==> config.mk <==
export PLATFORM = sky130hd
export DESIGN_NAME = twiddle_sched
export DESIGN_NICKNAME = d
export VERILOG_FILES = /design/src/rtl/fft_pkg.sv /design/src/rtl/tw_addr_gen.sv /design/src/rtl/twiddle_sched.sv
export SDC_FILE = /design/constraint.sdc
export NUM_CORES = 1
export LEC_CHECK = 0
export ABC_AREA = 1
export CORE_MARGIN = 2
export CORE_UTILIZATION = 37
export CTS_CLUSTER_SIZE = 28
export DETAILED_ROUTE_END_ITERATION = 6
export PLACE_DENSITY = 0.78
export SYNTH_ARGS = -nofsm -noshare
export SYNTH_HDL_FRONTEND = slang
export SYNTH_HIERARCHICAL = 1
export SYNTH_SLANG_ARGS = --single-unit
==> constraint.sdc <==
create_clock -name clk -period 2.05 [get_ports clk]
set_input_delay 0.205 -clock clk [delete_from_list [all_inputs] [get_ports clk]]
set_output_delay 0.205 -clock clk [all_outputs]
set_load 0.005 [all_outputs]
==> src/rtl/fft_pkg.sv <==
// Shared FFT scheduler types: FSM state encoding and default sizing constants.
package fft_pkg;

  localparam int unsigned N_LOG2_DEF     = 10;
  localparam int unsigned DATA_WIDTH_DEF = 18;

  typedef enum logic [1:0] {
    IDLE  = 2'd0,
    RUN   = 2'd1,
    DRAIN = 2'd2
  } state_t;

endpackage

==> src/rtl/tw_addr_gen.sv <==
// Twiddle ROM address for stage s, butterfly k: (k & (2**s - 1)) << (N_LOG2-1-s).
module tw_addr_gen
  import fft_pkg::*;
#(
  parameter int unsigned N_LOG2     = N_LOG2_DEF,
  parameter int unsigned ADDR_WIDTH = N_LOG2 - 1,
  parameter int unsigned S_WIDTH    = $clog2(N_LOG2),
  parameter int unsigned K_WIDTH    = N_LOG2 - 1
) (
  input  logic [S_WIDTH-1:0]    s,
  input  logic [K_WIDTH-1:0]    k,
  output logic [ADDR_WIDTH-1:0] addr
);

  logic [K_WIDTH-1:0] mask;
  logic [S_WIDTH-1:0] shamt;
  logic [K_WIDTH-1:0] full;

  // The shifted index always fits in K_WIDTH bits; at s = K_WIDTH the
  // modular wrap of the shifted one yields an all-ones mask as intended.
  always_comb begin
    mask  = (K_WIDTH'(1) << s) - K_WIDTH'(1);
    shamt = S_WIDTH'(N_LOG2 - 1) - s;
    full  = (k & mask) << shamt;
  end

  assign addr = ADDR_WIDTH'(full);

endmodule

==> src/rtl/twiddle_sched.sv <==
// Radix-2 FFT twiddle scheduler: walks stage/butterfly counters, reads an external
// registered ROM and streams twiddles with valid/ready. Optional macro TW_CONJ_EN
// enables conjugated twiddles for inverse FFT when inv is set at start.
module twiddle_sched
  import fft_pkg::*;
#(
  parameter int unsigned N_LOG2     = N_LOG2_DEF,
  parameter int unsigned ADDR_WIDTH = N_LOG2 - 1,
  parameter int unsigned DATA_WIDTH = DATA_WIDTH_DEF
) (
  input  logic                       clk,
  input  logic                       rst,
  input  logic                       start,
  input  logic                       abort,
  input  logic                       inv,
  output logic                       busy,
  output logic                       done,
  output logic                       rom_rd_en,
  output logic [ADDR_WIDTH-1:0]      rom_addr,
  input  logic [DATA_WIDTH-1:0]      rom_real,
  input  logic [DATA_WIDTH-1:0]      rom_imag,
  output logic                       tw_valid,
  input  logic                       tw_ready,
  output logic [DATA_WIDTH-1:0]      tw_real,
  output logic [DATA_WIDTH-1:0]      tw_imag,
  output logic [$clog2(N_LOG2)-1:0]  tw_stage,
  output logic                       tw_last
);

  localparam int unsigned S_WIDTH = $clog2(N_LOG2);
  localparam int unsigned K_WIDTH = N_LOG2 - 1;
  localparam logic [S_WIDTH-1:0] S_LAST = S_WIDTH'(N_LOG2 - 1);
  localparam logic [K_WIDTH-1:0] K_LAST = '1;

  state_t             state;
  logic [S_WIDTH-1:0] s;
  logic [K_WIDTH-1:0] k;
  logic               last_issue;
  logic               accept;

  assign rom_rd_en  = (state == RUN) && (!tw_valid || tw_ready);
  assign last_issue = (s == S_LAST) && (k == K_LAST);
  assign accept     = tw_valid && tw_ready;
  assign done       = (state == DRAIN) && accept && tw_last && !abort;
  assign busy       = (state != IDLE);

  tw_addr_gen #(
    .N_LOG2     (N_LOG2),
    .ADDR_WIDTH (ADDR_WIDTH),
    .S_WIDTH    (S_WIDTH),
    .K_WIDTH    (K_WIDTH)
  ) u_addr_gen (
    .s    (s),
    .k    (k),
    .addr (rom_addr)
  );

  // Sequencer: counters step only on an issued read; sideband tracks the ROM latency.
  always_ff @(posedge clk or negedge rst) begin
    if (!rst) begin
      state    <= IDLE;
      s        <= '0;
      k        <= '0;
      tw_valid <= 1'b0;
      tw_stage <= '0;
      tw_last  <= 1'b0;
    end else if (abort) begin
      state    <= IDLE;
      s        <= '0;
      k        <= '0;
      tw_valid <= 1'b0;
      tw_stage <= '0;
      tw_last  <= 1'b0;
    end else begin
      case (state)
        IDLE: begin
          if (start) state <= RUN;
        end
        RUN: begin
          if (rom_rd_en) begin
            if (k == K_LAST) begin
              k <= '0;
              if (s == S_LAST) begin
                s     <= '0;
                state <= DRAIN;
              end else begin
                s <= s + S_WIDTH'(1);
              end
            end else begin
              k <= k + K_WIDTH'(1);
            end
          end
        end
        DRAIN: begin
          if (done) state <= IDLE;
        end
        default: state <= IDLE;
      endcase

      if (rom_rd_en) begin
        tw_valid <= 1'b1;
        tw_stage <= s;
        tw_last  <= last_issue;
      end else if (tw_ready) begin
        tw_valid <= 1'b0;
        tw_last  <= 1'b0;
      end
    end
  end

  // ROM data is registered and held while no read is issued, so it passes straight through.
  assign tw_real = rom_real;

`ifdef TW_CONJ_EN
  logic inv_q;

  always_ff @(posedge clk or negedge rst) begin
    if (!rst) begin
      inv_q <= 1'b0;
    end else if (abort) begin
      inv_q <= 1'b0;
    end else if ((state == IDLE) && start) begin
      inv_q <= inv;
    end
  end

  assign tw_imag = inv_q ? ((~rom_imag) + DATA_WIDTH'(1)) : rom_imag;
`else
  logic unused_inv;
  assign unused_inv = inv;
  assign tw_imag    = rom_imag;
`endif

endmodule

======== Word-level counts from Yosys, hierarchy flattened ========
Index checks and enable logic that the tools add are counted.
storage, ports and cells
  register bits ........................... 21
  bits in latches ......................... 0
  memory bits (writable) .................. 0
  bits in read-only memories .............. 0
  memories ................................ 0
cells by class
  $add $sub $neg .......................... 4
  $mul .................................... 0
  divide/modulo/power cells ............... 0
  $lt $le $gt $ge ......................... 0
  equality and inequality tests ........... 9
  shifts and indexed selects .............. 2
  mux-type cells .......................... 23
  bitwise logic cells ..................... 1
  reductions and logical operators ........ 18
operator list
  operator                                               count
  two-way mux 9 bit                                      4
  two-way mux 4 bit                                      7
  two-way mux 2 bit                                      6
  adder 9 x 1 -> 9 bit, second input constant            1
  AND 9 bit                                              1
  equality test 9 bit, second input constant             1
  inequality test 3 bit, second input constant           3
  << shifter 1 x 4 -> 9 bit, first input constant        1
  << shifter 9 x 4 -> 9 bit                              1
  subtractor 9 x 2 -> 9 bit, second input constant       1
  nonzero test 2 bit                                     4
  logical AND 1 bit                                      6
  inequality test 3 x 2 -> 1 bit, second input constant  2
  case mux 2 bit (3 select lines)                        1
  two-way mux 1 bit                                      5
  AND reduction 5 bit                                    1
  adder 4 x 1 -> 4 bit, second input constant            1
  equality test 4 bit, second input constant             1
  subtractor 4 bit, first input constant                 1
  AND reduction 3 bit                                    1
  nonzero test 3 bit                                     1
  equality test 2 x 1 -> 1 bit, second input constant    1
  equality test 2 bit, second input constant             1
  logical NOT 1 bit                                      2
  other kinds (3)                                        3

======== Depth between registers and ports, before layout ========
  depth in word-level cells ............... 7
  mapped depth ............................ 15
  depth with buffers taken out ............ 13

======== By module ========
The synthesis kept the hierarchy.
modules (own cells, without submodules)
  module         times used  cells an instance  area an instance (um^2)  seq. area each (um^2)
  twiddle_sched  1           168                1,382.6                  525.5
  tw_addr_gen    1           110                554.3                    0.0

======== Least setup slack after synthesis ========
No wires, ideal clock.
  kind .................................... register -> output
  from .................................... register s[0]
  to ...................................... output port rom_addr[8]
  data arrival time ....................... 1.799 ns
  required time ........................... 1.845 ns
  path slack .............................. 0.046 ns
  cell stages (with the launch flop) ...... 16
  buffers on the path ..................... 2
  cell sequence ........................... dfrtp_1 buf_6 inv_1 buf_2 nor2_1 nand2_1 ha_1 inv_1 nand2_1 inv_1 nor2_1 a21oi_2 nand2_1 nand3_1 nand3_1 nand2_1
between the ends
  cells in the longest elaborated chain, start to end .. 4
  elaborated cells between the ends (all ways) .. 5
RTL lines
  item                         RTL line             text
  start: declaration           twiddle_sched.sv:36  logic [S_WIDTH-1:0] s;
  start signal: assignment     twiddle_sched.sv:87  s <= s + S_WIDTH'(1);
  << shifter 1 x 4 -> 9 bit    tw_addr_gen.sv:22    mask = (K_WIDTH'(1) << s) - K_WIDTH'(1);
  subtractor 9 x 2 -> 9 bit    tw_addr_gen.sv:22
  AND 9 bit                    tw_addr_gen.sv:24    full = (k & mask) << shamt;
  << shifter 9 x 4 -> 9 bit *  tw_addr_gen.sv:24
  end: declaration             twiddle_sched.sv:19  output logic [ADDR_WIDTH-1:0] rom_addr,
Every way passes the cells marked *; elsewhere a longest branch is shown, timed or not.

======== Worst setup path in the final report ========
  from .................................... register s[1]
  to ...................................... output port rom_addr[5]
Same word-level chain as after synthesis.

==> run metrics <==
worst-case reg-to-reg path depth=10; final worst slack=-72.3 ps; drt initial violations=66; largest net degree at the start of global routing=22; Mapped Nets=326; Die W=76.4 µm; ys flop type=dfrtp_1; final instance area=0.00222 mm²; worst vdd ir=0.275 mV; Longest Clk Path Bufs=2; Final period util=104%; # setup viols final=6; Max-slew headroom=75.8%; mean number of vias per cell=4.83; static leakage=1.03 nW; post-synth top area cell=dfrtp_1; wire per inst=11.6 µm; Syn-to-layout area delta=14.4%; total grt overflow=0; TritonCTS clock tree=built; initial antenna violation count=0; post-route ant nets=0; hold slack=282 ps; DIE HEIGHT=76.4 µm; Synth top area share=27.1%; CP arrival=1920 ps; die area=0.00583 mm²; asr flop ratio synth=100%; failing checks=setup timing; Clock Tree Root=clkbuf_8; fillers=538; hpwl dp=3150 µm; Cell Count Post-Placement=353; status=finished, violations left; share of cells above drive strength 1=27.0%; FMAX=0.471 GHz; worst slew pin tran=359 ps; Placeable Area=0.00507 mm²; TritonRoute pass-1 iters=4; sequential area share after synthesis=27.1%; Reg clk slew, reported paths=70 ps; CP startpoint kind=register; Post-Synthesis Cells=278; Worst Skew=3.18 ps; Area contributors post-synth=dfrtp_1 (27%), buf_4 (14%), nand2_1 (14%); HP Class=in2async; final wirelength=4170 µm; Worst-Skew Late Latency=260 ps; # port buffers=22; Via Count=1735; Synth Area per Inst=6.97 µm²; Max Cap Viol=0; Pwr Density=362 mW/mm²; Core Util, Final=43.7%; H-tree levels=1; CP Max Fanout=4; # nets final=338; RSZ-0062 raised after global routing=true; initial cell density of the core=38.2%; Post-Layout Cell Count=359; Routability Congestion=0.840; number of enable flip-flop cells after synthesis=0; Distinct cells, synth=33; synthesized cell area=0.00194 mm²; n_diodes=0; Total Routing Usage GR=14.5%; row cnt=26; endpoints failing hold=0; first-pass GRT wire length=7080 µm; vias in the first global route=1656; Remaining DRCs=0; yosys warns=6; top-level I/O count=96; Period minus WS final=2120 ps; crit end category=primary output; max-slew violations=0; required time worst endpoint=1850 ps; CP Class=reg2out; Clock Sinks=21; Cell Area, Placed=0.00211 mm²; CTS Buf Count=3; flops & latches, synth=21
area by class of cell:
cell class / instances / area, µm² / share of cell area, %
Timing Repair Buffer: 49 / 387 / 17.4
Sequential cell: 21 / 528 / 23.8
Multi-Input combinational cell: 183 / 1050 / 47.2
Tap cell: 70 / 87.6 / 3.95
Inverter: 32 / 123 / 5.53
Clock buffer: 4 / 45.0 / 2.03
worst max-delay path: stages, from the launching register on:
cell and delay, ps:
dfrtp_2 470, nor2_4 140, nand2_2 90, ha_4 270
inv_2 30, nand2_2 40, inv_2 40, o21ai_2 160
buf_4 140, nor2_1 30, nand2_1 50, o21ai_1 60
buf_2 120
synthesized netlist by cell type, types with 2 or more instances:
cell type  number
buf_6           4
nand2_4         2
xnor2_1         2
nor2_4          2
o21ai_1         3
xor2_1          2
inv_1          27
a21oi_1         7
ha_1            6
nand2_2         2
o21ai_2         3
nor2_1         21
nand4_1         2
dfrtp_1        21
buf_4          36
nand2_1        71
buf_2           2
o22ai_1         3
nor3_1          6
inv_2           4
o21ai_0        17
nand3_1        24
layout by cell type (no fill, tap or decap), types with 2 or more instances in the layout:
cell	Yosys	layout
a21oi_1	7	4
a21oi_2	1	4
buf_2	2	8
buf_4	36	26
clkbuf_8	0	3
clkdlybuf4s50_1	0	13
dfrtp_1	21	19
dfrtp_2	0	2
ha_1	6	4
ha_4	0	2
inv_1	27	24
inv_2	4	7
nand2_1	71	68
nand2_2	2	5
nand2_4	2	2
nand3_1	24	24
nand4_1	2	2
nor2_1	21	17
nor2_2	1	3
nor2_4	2	4
nor3_1	6	5
o21ai_0	17	15
o21ai_1	3	3
o21ai_2	3	5
o22ai_1	3	2
xnor2_1	2	2
xor2_1	2	2
worst paths after layout:
kind	from	slack (ps)	end
worst max-delay path	s[1]	-70	rom_addr[5]
worst min-delay path	rst	280	k[5]
worst max register to register	k[0]	280	s[0]
worst min register to register	tw_stage[0]	470	tw_stage[0]
max in group asynchronous	rst	1530	s[1]
min in group clk	rom_imag[2]	410	tw_imag[2]
cells by family after synthesis:
group                      share of synthesized area [%]
AOI/OAI and AO/OA                                   11.7
DFF                                                 27.1
adders and majority gates                           3.88
and+or+nand+nor                                     30.9
buffers and inverters                               23.1
xor gates and xnor gates                            3.23
through the flow:
stage	worst slack (ps)	power [W]	TNS (ps)
finish	-72.3	0.000802	-229
global route	-197	0.000849	-1420
CTS	-68.9	0.000809	-214
detailed placement	-226	0.000541	-1680
global placement	-166	0.000539	-1150
floorplan	45.8	0.000550	0
state kept, by name (all words and copies together), names as in the netlist:
signal and count:
state 2, tw_stage 4, tw_valid 1, tw_last 1
k 9, s 4
repair_timing:
item                       4_1_cts  5_1_grt
resized for setup               59        3
setup endpoints to repair        9       13
hold buffers                     0        0
buffers inserted                 1        1
pin swaps                       11       11
metal layers:
| layer | share of wire, % | track usage [%] |
|---|---|---|
| met1 | 43 | 16.9 |
| met2 | 48 | 25.4 |
| met3 | 7.1 | 2.73 |
| met4 | 2.1 | 7.27 |
| met5 | 0 | 0 |
power by group:
group          internal (W)  total (W)  switching (W)
Clock              0.000138   0.000269       0.000130
Sequential         0.000422   0.000429     0.00000706
Combinational     0.0000415   0.000104      0.0000627
Note: power is estimated with default switching activity, not from simulation.
